===== src/rtl/fx_arbiter_if.sv =====
// Signal bundle between the two fx requesters, the arbiter and the shared fx bus.
// The slave modport is the arbiter's view; master is the requester/bus-model side.
interface fx_arbiter_if #(
  parameter int ADDR_W = 22,
  parameter int DATA_W = 8
);
  logic              m0_req;
  logic              m0_we;
  logic [ADDR_W-1:0] m0_addr;
  logic [DATA_W-1:0] m0_wdata;
  logic              m0_ack;
  logic [DATA_W-1:0] m0_rdata;

  logic              m1_req;
  logic              m1_we;
  logic [ADDR_W-1:0] m1_addr;
  logic [DATA_W-1:0] m1_wdata;
  logic              m1_ack;
  logic [DATA_W-1:0] m1_rdata;

  logic              fx_wr;
  logic [ADDR_W-1:0] fx_waddr;
  logic [DATA_W-1:0] fx_data;
  logic              fx_rd;
  logic [ADDR_W-1:0] fx_raddr;
  logic [DATA_W-1:0] fx_q;

  logic              busy;
  logic              owner;

  modport slave (
    input  m0_req, m0_we, m0_addr, m0_wdata,
    input  m1_req, m1_we, m1_addr, m1_wdata,
    input  fx_q,
    output m0_ack, m0_rdata, m1_ack, m1_rdata,
    output fx_wr, fx_waddr, fx_data, fx_rd, fx_raddr,
    output busy, owner
  );

  modport master (
    output m0_req, m0_we, m0_addr, m0_wdata,
    output m1_req, m1_we, m1_addr, m1_wdata,
    output fx_q,
    input  m0_ack, m0_rdata, m1_ack, m1_rdata,
    input  fx_wr, fx_waddr, fx_data, fx_rd, fx_raddr,
    input  busy, owner
  );
endinterface


===== src/rtl/fx_arbiter.sv =====
// Round-robin arbiter/sequencer giving the UART master (port 0) and a local
// requester (port 1) single-byte read/write access to the shared fx bus.
module fx_arbiter #(
  parameter int ADDR_W = 22,
  parameter int DATA_W = 8,
  parameter int RD_LAT = 2
) (
  input logic        clk_sys,
  input logic        rst,
  fx_arbiter_if.slave bus
);

  typedef enum logic [1:0] {IDLE, ISSUE, WAIT, DONE} state_t;

  localparam logic [3:0] LAT_LOAD = 4'(RD_LAT - 1);

  state_t            state_q, state_d;
  logic [3:0]        cnt_q, cnt_d;
  logic              gnt_q, gnt_d;
  logic              owner_q, owner_d;
  logic              busy_q, busy_d;
  logic              wr_q, wr_d;
  logic              rd_q, rd_d;
  logic [ADDR_W-1:0] waddr_q, waddr_d;
  logic [ADDR_W-1:0] raddr_q, raddr_d;
  logic [DATA_W-1:0] data_q, data_d;
  logic [DATA_W-1:0] rdata0_q, rdata0_d;
  logic [DATA_W-1:0] rdata1_q, rdata1_d;
  logic              ack0_q, ack0_d;
  logic              ack1_q, ack1_d;

  logic              pick;
  logic              sel_we;
  logic [ADDR_W-1:0] sel_addr;
  logic [DATA_W-1:0] sel_wdata;

  // Every output is a register; this block only computes their next values.
  always_comb begin
    state_d  = state_q;
    cnt_d    = cnt_q;
    gnt_d    = gnt_q;
    owner_d  = owner_q;
    wr_d     = 1'b0;
    rd_d     = 1'b0;
    waddr_d  = waddr_q;
    raddr_d  = raddr_q;
    data_d   = data_q;
    rdata0_d = rdata0_q;
    rdata1_d = rdata1_q;
    ack0_d   = 1'b0;
    ack1_d   = 1'b0;

    // Contention goes to the port that did not win last time.
    pick = ~owner_q;
    if (bus.m0_req && !bus.m1_req) begin
      pick = 1'b0;
    end else if (!bus.m0_req && bus.m1_req) begin
      pick = 1'b1;
    end
    sel_we    = pick ? bus.m1_we    : bus.m0_we;
    sel_addr  = pick ? bus.m1_addr  : bus.m0_addr;
    sel_wdata = pick ? bus.m1_wdata : bus.m0_wdata;

    case (state_q)
      IDLE: begin
        if (bus.m0_req || bus.m1_req) begin
          gnt_d   = pick;
          owner_d = pick;
          if (sel_we) begin
            wr_d    = 1'b1;
            waddr_d = sel_addr;
            data_d  = sel_wdata;
          end else begin
            rd_d    = 1'b1;
            raddr_d = sel_addr;
          end
          state_d = ISSUE;
        end
      end
      ISSUE: begin
        // The registered strobe doubles as the latched direction.
        if (wr_q) begin
          ack0_d  = ~gnt_q;
          ack1_d  = gnt_q;
          state_d = DONE;
        end else begin
          cnt_d   = LAT_LOAD;
          state_d = WAIT;
        end
      end
      WAIT: begin
        if (cnt_q == 4'd0) begin
          if (gnt_q) begin
            rdata1_d = bus.fx_q;
          end else begin
            rdata0_d = bus.fx_q;
          end
          ack0_d  = ~gnt_q;
          ack1_d  = gnt_q;
          state_d = DONE;
        end else begin
          cnt_d = cnt_q - 4'd1;
        end
      end
      DONE: begin
        state_d = IDLE;
      end
      default: begin
        state_d = IDLE;
      end
    endcase

    busy_d = (state_d != IDLE);
  end

  always_ff @(posedge clk_sys) begin
    if (rst) begin
      state_q  <= IDLE;
      cnt_q    <= 4'd0;
      gnt_q    <= 1'b0;
      owner_q  <= 1'b1;
      busy_q   <= 1'b0;
      wr_q     <= 1'b0;
      rd_q     <= 1'b0;
      waddr_q  <= '0;
      raddr_q  <= '0;
      data_q   <= '0;
      rdata0_q <= '0;
      rdata1_q <= '0;
      ack0_q   <= 1'b0;
      ack1_q   <= 1'b0;
    end else begin
      state_q  <= state_d;
      cnt_q    <= cnt_d;
      gnt_q    <= gnt_d;
      owner_q  <= owner_d;
      busy_q   <= busy_d;
      wr_q     <= wr_d;
      rd_q     <= rd_d;
      waddr_q  <= waddr_d;
      raddr_q  <= raddr_d;
      data_q   <= data_d;
      rdata0_q <= rdata0_d;
      rdata1_q <= rdata1_d;
      ack0_q   <= ack0_d;
      ack1_q   <= ack1_d;
    end
  end

  assign bus.fx_wr    = wr_q;
  assign bus.fx_rd    = rd_q;
  assign bus.fx_waddr = waddr_q;
  assign bus.fx_raddr = raddr_q;
  assign bus.fx_data  = data_q;
  assign bus.m0_ack   = ack0_q;
  assign bus.m1_ack   = ack1_q;
  assign bus.m0_rdata = rdata0_q;
  assign bus.m1_rdata = rdata1_q;
  assign bus.busy     = busy_q;
  assign bus.owner    = owner_q;

endmodule


===== src/flat_wrapper.sv =====
// flat-port wrapper written by rule: the top's interface ports become plain ports
module fx_arbiter_flat 
#(
  parameter int ADDR_W = 22,
  parameter int DATA_W = 8,
  parameter int RD_LAT = 2
)
  (clk_sys, rst, bus_m0_req, bus_m0_we, bus_m0_addr, bus_m0_wdata, bus_m1_req, bus_m1_we, bus_m1_addr, bus_m1_wdata, bus_fx_q, bus_m0_ack, bus_m0_rdata, bus_m1_ack, bus_m1_rdata, bus_fx_wr, bus_fx_waddr, bus_fx_data, bus_fx_rd, bus_fx_raddr, bus_busy, bus_owner);
  fx_arbiter_if #(.ADDR_W(ADDR_W), .DATA_W(DATA_W)) bus_i ();
  input logic clk_sys;
  input logic rst;
  input wire logic [$bits(bus_i.m0_req)-1:0] bus_m0_req;
  input wire logic [$bits(bus_i.m0_we)-1:0] bus_m0_we;
  input wire logic [$bits(bus_i.m0_addr)-1:0] bus_m0_addr;
  input wire logic [$bits(bus_i.m0_wdata)-1:0] bus_m0_wdata;
  input wire logic [$bits(bus_i.m1_req)-1:0] bus_m1_req;
  input wire logic [$bits(bus_i.m1_we)-1:0] bus_m1_we;
  input wire logic [$bits(bus_i.m1_addr)-1:0] bus_m1_addr;
  input wire logic [$bits(bus_i.m1_wdata)-1:0] bus_m1_wdata;
  input wire logic [$bits(bus_i.fx_q)-1:0] bus_fx_q;
  output wire logic [$bits(bus_i.m0_ack)-1:0] bus_m0_ack;
  output wire logic [$bits(bus_i.m0_rdata)-1:0] bus_m0_rdata;
  output wire logic [$bits(bus_i.m1_ack)-1:0] bus_m1_ack;
  output wire logic [$bits(bus_i.m1_rdata)-1:0] bus_m1_rdata;
  output wire logic [$bits(bus_i.fx_wr)-1:0] bus_fx_wr;
  output wire logic [$bits(bus_i.fx_waddr)-1:0] bus_fx_waddr;
  output wire logic [$bits(bus_i.fx_data)-1:0] bus_fx_data;
  output wire logic [$bits(bus_i.fx_rd)-1:0] bus_fx_rd;
  output wire logic [$bits(bus_i.fx_raddr)-1:0] bus_fx_raddr;
  output wire logic [$bits(bus_i.busy)-1:0] bus_busy;
  output wire logic [$bits(bus_i.owner)-1:0] bus_owner;
  assign bus_i.m0_req = bus_m0_req;
  assign bus_i.m0_we = bus_m0_we;
  assign bus_i.m0_addr = bus_m0_addr;
  assign bus_i.m0_wdata = bus_m0_wdata;
  assign bus_i.m1_req = bus_m1_req;
  assign bus_i.m1_we = bus_m1_we;
  assign bus_i.m1_addr = bus_m1_addr;
  assign bus_i.m1_wdata = bus_m1_wdata;
  assign bus_i.fx_q = bus_fx_q;
  assign bus_m0_ack = bus_i.m0_ack;
  assign bus_m0_rdata = bus_i.m0_rdata;
  assign bus_m1_ack = bus_i.m1_ack;
  assign bus_m1_rdata = bus_i.m1_rdata;
  assign bus_fx_wr = bus_i.fx_wr;
  assign bus_fx_waddr = bus_i.fx_waddr;
  assign bus_fx_data = bus_i.fx_data;
  assign bus_fx_rd = bus_i.fx_rd;
  assign bus_fx_raddr = bus_i.fx_raddr;
  assign bus_busy = bus_i.busy;
  assign bus_owner = bus_i.owner;
  fx_arbiter #(.ADDR_W(ADDR_W), .DATA_W(DATA_W), .RD_LAT(RD_LAT)) u_core (.clk_sys(clk_sys), .rst(rst), .bus(bus_i));
endmodule

===== config.mk =====
export PLATFORM = sky130hd
export DESIGN_NAME = fx_arbiter_flat
export DESIGN_NICKNAME = d
export VERILOG_FILES = /design/src/rtl/fx_arbiter_if.sv /design/src/rtl/fx_arbiter.sv /design/src/flat_wrapper.sv
export SDC_FILE = /design/constraint.sdc
export NUM_CORES = 1
export LEC_CHECK = 0
export BUFFER_PORTS_ARGS = -buffer_cell sky130_fd_sc_hd__buf_4
export CELL_PAD_IN_SITES_DETAIL_PLACEMENT = 1
export CELL_PAD_IN_SITES_GLOBAL_PLACEMENT = 1
export CORE_ASPECT_RATIO = 0.75
export CORE_MARGIN = 1
export CORE_UTILIZATION = 30
export CTS_CLUSTER_DIAMETER = 50
export DETAILED_ROUTE_END_ITERATION = 16
export GPL_TIMING_DRIVEN = 1
export HOLD_SLACK_MARGIN = 0.15
export PLACE_DENSITY = 0.76
export SLEW_MARGIN = 15
export SYNTH_ARGS = -nofsm -noshare
export SYNTH_HDL_FRONTEND = slang
export SYNTH_SLANG_ARGS = --single-unit

===== constraint.sdc =====
create_clock -name clk_sys -period 3.9 [get_ports clk_sys]
set_input_delay 1.17 -clock clk_sys [delete_from_list [all_inputs] [get_ports clk_sys]]
set_output_delay 1.17 -clock clk_sys [all_outputs]
set_load 0.01 [all_outputs]

==> summary.md, run 1 <==
| Metric | Value |
|---|---|
| Crit-path most repeated cell | `buf_4` |
| Layout cells sized above 1 | `0.328` |
| Worst Path Required | `4.11 ns` |
| CTS hold repair buffers | `0` |
| Nets | `between 600 and 700` |
| Critical path startpoint category | `input port` |
| Outcome | `finished, final reports clean` |
| ANT cells | `0` |
| Pin slew with the least headroom to its limit | `about 0.92 ns` |
| Syn Inst Count | `between 400 and 500` |
| Starting Density | `0.308` |
| Post-Syn Area per Cell | `approximately 9 um2` |
| Power share of the combinational group | `0.388` |
| Synth area leader | `dfxtp_1` |
| Buf/Inv on CP | `2` |
| DR iter-0 viols | `around 150` |
| Clock skew | `between 0.007 and 0.008 ns` |
| CP Cell Sequence | `buf_4 -> and2b_4 -> o21a_2 -> buf_4 -> mux2i_1 -> o31ai_1` |
| Max Fclk | `around 370 MHz` |
| Critical Path AT | `just under 3 ns` |
| Post-route clock period utilization | `0.698` |
| Power per cell area | `596 mW/mm2` |
| Hold Path Cell Cnt | `2` |
| CTS resizes | `0` |
| Total Routing Usage GR | `0.202` |
| Vias per cell | `roughly 5.3` |
| Post-synth EDFFs | `0` |
| Worst path depth | `6` |
| Register area share after synthesis | `0.428` |
| Max_slew headroom | `0.386` |
| Flop pwr share | `0.351` |
| Area delta synth->final | `38.1%` |
| Ys flop type | `dfxtp_1` |
| Register-to-register setup slack | `1.40 ns` |
| First-pass GRT wire length | `20.8 mm` |
| Hold WC Path Type | `reg2reg` |
| Final setup fails | `0` |
| Crit-path slowest cell | `o21a_2` |
| Post-CTS Setup Bufs | `0` |
| Clock power frac | `0.261` |
| Minimum clock period | `2.72 ns` |
| Final-report max-slew violation count | `0` |
| Die H | `between 90 and 100 um` |
| Synth cell types | `40` |
| Setup TNS | `0 ns` |
| Full die area | `0.0131 mm2` |
| Crit path largest cell delay | `~0.55 ns` |
| Synthesized cell area | `around 0.0038 mm2` |
| Pre-CTS setup slack | `0.867 ns` |
| Worst-path maximum fanout | `30` |
| Drt wl/cell | `18.7 um` |
| Core Rows | `35` |
| Vias in the first global route | `~3900` |
| Largest net degree at the start of global routing | `67` |
| Clock root buffer | `clkbuf_16` |
| I/O pin cnt | `between 100 and 150` |
| Count leader, synth | `dfxtp_1` |
| Power Internal | `about 0.0019 W` |
| CTS clk-pin slew, worst paths | `~0.06 ns` |
| CTS Buf Count | `9` |
| RSZ-0062 raised after global routing | `no` |
| Max-cap viol count | `0` |
| CP Capture Type | `flop` |
| Net Sw Frac | `0.384` |
| Yosys top cell area share | `0.428` |
| Hpwl dp | `between 9 and 10 mm` |
| Gr ovfl total | `0` |
| Via count | `around 3800` |
| Clock Path Buffers | `2` |
| CTS H-tree lvls | `3` |
| Die W | `around 130 um` |
| Port Buffers | `between 100 and 150` |
| Yosys reg bits | `about 80` |
| GP Congestion | `approximately 0.89` |
| Synth area leaders | `dfxtp_1 (43%), o2111ai_1 (10%), mux2i_1 (6.3%), a21oi_1 (6.2%), o211ai_1 (6.1%)` |
| Final WS setup | `around 1.2 ns` |
| Sw Pwr | `~0.0012 W` |
| Max IR drop VDD | `about 0.00027 V` |
| Top cells by count, synth | `dfxtp_1 (81), a21oi_1 (47), o2111ai_1 (44)` |
| Core box area | `0.0123 mm2` |
| Final Hold Fails | `0` |
| CTS tree | `built` |
| Fraction of registers with async set/reset | `0` |
| Routed Wire Length | `roughly 13 mm` |
| Fill count | `1426` |
| Net Count, Synth | `~500` |
| Critical path class | `in2reg` |
| CTS Sinks | `81` |
| DRT antenna net count | `0` |
| DRC viols | `0` |
| Pre-Repair DR Iteration Count | `4` |
| Yosys warnings | `0` |
| Skew-Pair Late Insertion Delay | `between 0.3 and 0.4 ns` |
| Leak Pwr | `~2.2 nW` |
| Antenna violations before repair | `0` |
| CP top delay family | `compound AO/OA/AOI/OAI gates` |
| Path depth of the worst reg2reg path | `5` |
## routing by layer
layer,GRT usage,wire (um)
met1,0.263,6220
met2,0.338,6340
met3,0.0454,673
met4,0.0555,109
met5,0,0
## registers in the layout (all words and copies together) (netlist names), 2 cells and up
| signal | flops |
|---|---|
| u_core.bus.fx_waddr | 22 |
| u_core.bus.fx_data | 8 |
| u_core.bus.m1_rdata | 8 |
| u_core.bus.m0_rdata | 8 |
| u_core.cnt_q | 4 |
| u_core.bus.fx_raddr | 22 |
| u_core.state_q | 2 |
## path summary, 6_finish.rpt
kind | start | end
hold reg to reg | u_core.bus.fx_waddr[17]$_SDFFE_PP0P_ | u_core.bus.fx_waddr[17]$_SDFFE_PP0P_
setup reg to reg | u_core.bus.owner$_SDFFE_PP1P_ | u_core.bus.fx_raddr[13]$_SDFFE_PP0P_
hold / removal | u_core.bus.fx_waddr[17]$_SDFFE_PP0P_ | u_core.bus.fx_waddr[17]$_SDFFE_PP0P_
setup / recovery | bus_m1_req | u_core.bus.fx_data[2]$_SDFFE_PP0P_
## power groups by stage
stage	clock (W)	combinational [W]	sequential [W]
CTS	0.000827	0.00122	0.00109
floorplan	0	0.000710	0.00113
global route	0.000863	0.00132	0.00111
global placement	0	0.00116	0.00110
detailed placement	0	0.00122	0.00111
finish	0.000813	0.00121	0.00109
## layout by cell type (no fill, tap or decap), types with 2 or more instances in the layout
| cell type | synthesis | routed |
|---|---|---|
| a32o_1 | 4 | 4 |
| mux2i_1 | 24 | 24 |
| clkbuf_8 | 0 | 2 |
| inv_1 | 32 | 32 |
| nand2_1 | 6 | 6 |
| clkinv_2 | 0 | 2 |
| nor3_1 | 2 | 2 |
| clkinv_4 | 0 | 2 |
| clkbuf_16 | 0 | 9 |
| o21ai_0 | 22 | 22 |
| o211ai_1 | 31 | 31 |
| buf_4 | 1 | 154 |
| o31ai_1 | 8 | 8 |
| or2_1 | 2 | 2 |
| a32oi_2 | 1 | 2 |
| o2111ai_1 | 44 | 44 |
| a21oi_1 | 47 | 47 |
| nor2_1 | 19 | 19 |
| dfxtp_1 | 81 | 81 |
| ha_1 | 6 | 5 |
| and3_1 | 4 | 4 |
| o21ai_1 | 25 | 25 |
## through the flow
step           hold WS [ns]  instance area (um2)   util  total power (W)  instances
3_3_place_gp          0.462                 4950  0.402          0.00226        696
5_1_grt               0.507                 5230  0.425          0.00330        712
4_1_cts               0.488                 5230  0.425          0.00314        712
2_1_floorplan         0.438                 3790      -          0.00184        418
6_report              0.484                 5230  0.425          0.00312        712
3_5_place_dp          0.479                 4950  0.402          0.00232        696
## tightest hold or removal path, cell delays in order, from the launching register on
cell     delay (ns)
dfxtp_1        0.30
o21ai_0        0.07
a21oi_1        0.06
## logic make-up (layout without fill, tap and decap cells)
| logic type | Yosys count | count (layout) | share of synthesized area |
|---|---|---|---|
| adders and majority gates | 6 | 6 | 0.0198 |
| DFF | 81 | 81 | 0.428 |
| buffers and inverters | 76 | 204 | 0.0948 |
| and+or+nand+nor | 45 | 45 | 0.0644 |
| AOI/OAI and AO/OA | 186 | 186 | 0.329 |
| muxes | 24 | 24 | 0.0634 |
## final cells by class
| class | instances | area (um2) | share of cell area |
|---|---|---|---|
| inverters | 33 | 124 | 0.0237 |
| well taps | 166 | 208 | 0.0397 |
| clock inverters | 4 | 27.5 | 0.00526 |
| multi-input cells | 261 | 1820 | 0.348 |
| clock buffers | 12 | 256 | 0.0490 |
| flip-flops and latches | 81 | 1620 | 0.310 |
| repair buffers | 155 | 1180 | 0.225 |
No activity file was read; power rests on OpenSTA's default activity.
==> inputs of run 2 (changes only) <==
==> constraint.sdc (replaced) <==
create_clock -name clk_sys -period 2.65 [get_ports clk_sys]
set_input_delay 0.795 -clock clk_sys [delete_from_list [all_inputs] [get_ports clk_sys]]
set_output_delay 0.795 -clock clk_sys [all_outputs]
set_load 0.01 [all_outputs]
==> run 2 against run 1 <==
- global-route usage is 0.59 points higher
- sequential power rose by 47%
- critical path type is now reg2reg
- worst setup slack got worse by 0.59 ns
- sequential cell count did not move
- core utilization grew 0.16 points
- critical endpoint is now u_core.bus.m1_rdata[4]$_SDFFE_PP0P_
==> summary.md, run 2 (same netlist as run 1, synthesis figures left out) <==
| Metric | Value |
|---|---|
| Post-route clock period utilization | `0.777` |
| CTS Sinks | `a little over 80` |
| Path depth of the worst reg2reg path | `6` |
| CTS Buf Count | `9` |
| CTS hold repair buffers | `0` |
| Die W | `around 130 um` |
| ANT cells | `0` |
| Final Hold Fails | `0` |
| Area of the multi-input gates | `around 0.0018 mm2` |
| Max IR drop VDD | `about 0.00062 V` |
| Hold WC Path Type | `reg2reg` |
| Minimum clock period | `roughly 2.1 ns` |
| Pre-CTS setup slack | `between 0.5 and 0.6 ns` |
| Critical path endpoint | `u_core.bus.m1_rdata[4]$_SDFFE_PP0P_` |
| Outcome | `finished, final reports clean` |
| Clock power frac | `0.270` |
| Register-to-register setup slack | `just under 0.6 ns` |
| Final-report max-slew violation count | `0` |
| Power per cell area | `885 mW/mm2` |
| Pin slew with the least headroom to its limit | `0.892 ns` |
| DRT antenna net count | `0` |
| Port Buffers | `roughly 150` |
| Worst Path Required | `2.87 ns` |
| Area delta synth->final | `38.7%` |
| Total Routing Usage GR | `0.208` |
| Most common cell after layout, fill and taps aside | `buf_4` |
| CTS H-tree lvls | `3` |
| I/O pin cnt | `around 150` |
| Setup TNS | `0 ns` |
| Max Fclk | `between 400 and 500 MHz` |
| Fill count | `about 1400` |
| Leak Pwr | `about 2.3 nW` |
| Sw Pwr | `0.00184 W` |
| Post-CTS Setup Bufs | `0` |
| Power Internal | `approximately 0.0028 W` |
| First-pass GRT wire length | `~22 mm` |
| Worst setup startpoint | `u_core.state_q[0]$_SDFF_PP0_` |
| CTS resizes | `0` |
| Crit-path slowest cell | `or2_1` |
| Power share of the combinational group | `0.386` |
| Crit path largest cell delay | `approximately 0.52 ns` |
| Nets | `~620` |
| CP Cell Sequence | `inv_1 -> ha_1 -> nand4bb_1 -> or2_1 -> mux2i_1 -> nor2_1` |
| Final Hold Slack | `0.476 ns` |
| Die H | `~99 um` |
| Core box area | `around 0.012 mm2` |
| Antenna violations before repair | `0` |
| CP Capture Type | `flop` |
| Critical path class | `reg2reg` |
| Drt wl/cell | `around 19 um` |
| DRC viols | `0` |
| Final setup fails | `0` |
| Core Rows | `35` |
| Critical path startpoint category | `flop` |
| CTS clk-pin slew, worst paths | `0.07 ns` |
| Net Sw Frac | `0.396` |
| Vias in the first global route | `between 3000 and 4000` |
| End of the worst register-to-register path | `u_core.bus.m1_rdata[4]$_SDFFE_PP0P_` |
| Dpl cells | `approximately 700` |
| Final WS setup | `0.592 ns` |
| Max_slew headroom | `0.405` |
| Full die area | `roughly 0.013 mm2` |
| DR iter-0 viols | `209` |
| Worst-path maximum fanout | `8` |
| Clock root buffer | `clkbuf_16` |
| CTS tree | `built` |
| Via count | `3859` |
| Critical Path AT | `2.28 ns` |
| Sequential cell area | `about 0.0016 mm2` |
| Fin util | `0.427` |
| Most frequent cells in the layout | `buf_4 (158), dfxtp_1 (81), a21oi_1 (47)` |
| Vias per cell | `5.40` |
| Max-cap viol count | `0` |
| Hpwl dp | `approximately 9.5 mm` |
| Layout cells sized above 1 | `0.333` |
| RSZ-0062 raised after global routing | `no` |
| Pre-Repair DR Iteration Count | `5` |
| Routed Wire Length | `13.5 mm` |
| Flop pwr share | `0.344` |
| Clock Path Buffers | `2` |
| GP Congestion | `between 0.8 and 0.9` |
| Gr ovfl total | `0` |
| Fin cells | `about 720` |
| Clock skew | `around 0.0075 ns` |
| Skew-Pair Late Insertion Delay | `about 0.34 ns` |
| Starting Density | `0.308` |
| Worst R2R Start | `u_core.state_q[0]$_SDFF_PP0_` |
| Largest net degree at the start of global routing | `54` |
[run 2: per-stage QoR]
step / total power [W] / area [um2]
CTS: 0.00469 / 5250
detailed placement: 0.00342 / 4960
finish: 0.00465 / 5250
global route: 0.00494 / 5250
floorplan: 0.00271 / 3790
global placement: 0.00335 / 4960
[run 2: critical path, delay by kind of cell, from the launching register on]
family | cells | cell delay (ns)
fa+ha+maj | 1 | 0.33
buf+inv | 1 | 0.13
flops | 1 | 0.34
mux | 1 | 0.23
simple gates | 3 | 0.91
[run 2: layout make-up]
| cell class | count | area share |
|---|---|---|
| clock inverter | 7 | 0.0131 |
| sequential | 81 | 0.309 |
| tap | 166 | 0.0396 |
| clock buffer | 9 | 0.0429 |
| multi-input combinational | 261 | 0.346 |
| timing repair buffer | 158 | 0.226 |
| inverter | 33 | 0.0236 |
[run 2: worst min-delay path by stage]
stage                                         startpoint                                    to  slack [ns]  depth (start not counted)
finish                      u_core.cnt_q[0]$_SDFFE_PP0P_          u_core.cnt_q[0]$_SDFFE_PP0P_        0.48                          1
global route        u_core.bus.fx_waddr[13]$_SDFFE_PP0P_  u_core.bus.fx_waddr[13]$_SDFFE_PP0P_        0.51                          2
CTS                         u_core.cnt_q[0]$_SDFFE_PP0P_          u_core.cnt_q[0]$_SDFFE_PP0P_        0.48                          1
detailed placement          u_core.cnt_q[0]$_SDFFE_PP0P_          u_core.cnt_q[0]$_SDFFE_PP0P_        0.46                          1
global placement            u_core.cnt_q[0]$_SDFFE_PP0P_          u_core.cnt_q[0]$_SDFFE_PP0P_        0.46                          1
floorplan                   u_core.cnt_q[0]$_SDFFE_PP0P_          u_core.cnt_q[0]$_SDFFE_PP0P_        0.44                          1
[run 2: power by group through the flow]
stage	logic, W	registers (W)	clock network, W
2_1_floorplan	0.00104	0.00167	0
3_3_place_gp	0.00173	0.00162	0
3_5_place_dp	0.00180	0.00162	0
4_1_cts	0.00181	0.00160	0.00128
5_1_grt	0.00198	0.00162	0.00133
6_report	0.00179	0.00160	0.00125
[run 2: layer usage]
layer	vias up	global-route usage	part of all wire
met1	1859	0.265	0.44
met5	-	0	0
met4	0	0.0599	0.014
li1	1820	-	-
met3	19	0.0596	0.075
met2	161	0.344	0.47
==> inputs of run 3 (changes only) <==
==> constraint.sdc (replaced) <==
create_clock -name clk_sys -period 1.9 [get_ports clk_sys]
set_input_delay 0.57 -clock clk_sys [delete_from_list [all_inputs] [get_ports clk_sys]]
set_output_delay 0.57 -clock clk_sys [all_outputs]
set_load 0.01 [all_outputs]
==> run 3 against run 2 <==
- worst setup slack got worse by 0.41 ns
- register-to-register slack got worse by 0.41 ns
- global-route usage fell by 0.056 points
- cell count rose by 0.84%
- core utilization rose by 1.7 points
- first-iteration DRC count fell by 14%
- power rose by 51%
- critical endpoint is now u_core.cnt_q[3]$_SDFFE_PP0P_
- largest cell class unchanged
- largest power group unchanged
==> summary.md, run 3 (same netlist as run 1, synthesis figures left out) <==
| Metric | Value |
|---|---|
| Clock Path Buffers | `2` |
| DR iter-0 viols | `around 180` |
| CTS tree | `built` |
| ANT cells | `0` |
| GP Congestion | `0.832` |
| Setup TNS | `0 ns` |
| Hold_sp | `rst` |
| Total Routing Usage GR | `0.208` |
| Critical Path AT | `1.94 ns` |
| Most common cell after layout, fill and taps aside | `buf_4` |
| Core box area | `between 0.01 and 0.015 mm2` |
| Full die area | `approximately 0.013 mm2` |
| Worst Path Required | `approximately 2.1 ns` |
| Fin util | `0.444` |
| Hold Path Cell Cnt | `2` |
| Crit path largest cell delay | `around 0.34 ns` |
| Port Buffers | `147` |
| Core Rows | `35` |
| Die H | `99.3 um` |
| Die W | `around 130 um` |
| Max-cap viol count | `0` |
| Path depth of the worst reg2reg path | `6` |
| Worst R2R Start | `u_core.state_q[0]$_SDFF_PP0_` |
| Max IR drop VDD | `0.000515 V` |
| Power Total | `0.00700 W` |
| Clock skew | `about 0.0049 ns` |
| Post-route design area | `about 0.0055 mm2` |
| Max Fclk | `582 MHz` |
| Critical path class | `reg2reg` |
| Post-CTS Setup Bufs | `0` |
| Worst-path maximum fanout | `5` |
| Vias per cell | `roughly 5.3` |
| Worst setup startpoint | `u_core.state_q[0]$_SDFF_PP0_` |
| Starting Density | `0.308` |
| Hpwl dp | `9.74 mm` |
| Vias in the first global route | `~4000` |
| Buf/Inv on CP | `1` |
| Pre-Repair DR Iteration Count | `4` |
| CTS Sinks | `81` |
| CP top delay family | `simple AND/OR/NAND/NOR gates` |
| Final Hold Fails | `0` |
| Final-report max-slew violation count | `0` |
| CTS hold repair buffers | `0` |
| Largest net degree at the start of global routing | `46` |
| Drt wl/cell | `18.6 um` |
| Clock root buffer | `clkbuf_16` |
| I/O pin cnt | `around 150` |
| Max_slew headroom | `0.667` |
| Gr ovfl total | `0` |
| Most frequent cells in the layout | `buf_4 (156), dfxtp_1 (81), a21oi_1 (47)` |
| Routed Wire Length | `13.4 mm` |
| Area delta synth->final | `44.3%` |
| Outcome | `finished, final reports clean` |
| CTS clk-pin slew, worst paths | `approximately 0.060 ns` |
| RSZ-0062 raised after global routing | `no` |
| Antenna violations before repair | `0` |
| Crit-path slowest cell | `dfxtp_1` |
| Critical path startpoint category | `flop` |
| Minimum clock period | `1.72 ns` |
| Skew-Pair Late Insertion Delay | `0.33 ns` |
| Leak Pwr | `2.35 nW` |
| CP Cell Sequence | `inv_1 -> ha_1 -> nand4bb_2 -> and3_2 -> and2_1 -> a32o_1` |
| Layout cells sized above 1 | `0.346` |
| CTS Buf Count | `9` |
| First-pass GRT wire length | `about 21 mm` |
| CP Capture Type | `flop` |
| Post-route clock period utilization | `0.904` |
| Via count | `between 3000 and 4000` |
| DRC viols | `0` |
| Worst path depth | `6` |
| Power per cell area | `1280 mW/mm2` |
| Final setup fails | `0` |
| Pin slew with the least headroom to its limit | `between 0.4 and 0.5 ns` |
| Hold WC Path Type | `in2reg` |
| DP Area | `~0.0051 mm2` |
| DRT antenna net count | `0` |
| CTS H-tree lvls | `3` |
| Nets | `about 630` |
==> run 3: worst register-to-register path, delay by kind of cell (launching register included) <==
kind / cells / cell delay, ns
and+or+nand+nor: 3 / 0.74
AOI/OAI and AO/OA: 1 / 0.21
DFF: 1 / 0.34
buffers and inverters: 1 / 0.12
adders and majority gates: 1 / 0.20
==> run 3: worst paths after layout <==
| kind | end | slack, ns |
|---|---|---|
| setup / recovery | u_core.cnt_q[3]$_SDFFE_PP0P_ | 0.18 |
| hold / removal | u_core.bus.m1_rdata[4]$_SDFFE_PP0P_ | 0.47 |
| setup reg to reg | u_core.cnt_q[3]$_SDFFE_PP0P_ | 0.18 |
| hold reg to reg | u_core.cnt_q[0]$_SDFFE_PP0P_ | 0.48 |
==> run 3: timing repair <==
item / in CTS / in global routing
endpoints found under the hold margin: 0 / 0
resized for setup: 0 / 4
endpoints found under the setup margin: 0 / 10
==> run 3: cell type report <==
class                      count  area [um2]
fill                        1402        6840
timing repair buffer         165        1350
multi-input combinational    261        1830
sequential                    81        1620
tap                          166         208
clock buffer                   9         225
clock inverter                 6         108
inverter                      33         124
==> run 3: through the flow <==
step           cells  setup slack, ns  hold slack [ns]
3_5_place_dp     706           0.0580            0.471
6_report         721            0.183            0.469
5_1_grt          721           0.0987            0.463
4_1_cts          721           0.0421            0.449
2_1_floorplan    418            0.163            0.438
3_3_place_gp     706            0.115            0.464
==> run 3: where the power goes <==
part / switching, W / internal, W
registers: 0.000209 / 0.00202
clock network: 0.000698 / 0.00127
logic: 0.00161 / 0.00119
==> run 3: metal layers <==
layer | up-vias | track usage | part of all wire
met2 | 102 | 0.332 | 0.46
li1 | 1823 | - | -
met3 | 17 | 0.0581 | 0.056
met1 | 1881 | 0.271 | 0.47
met5 | - | 0 | 0
met4 | 0 | 0.0680 | 0.013
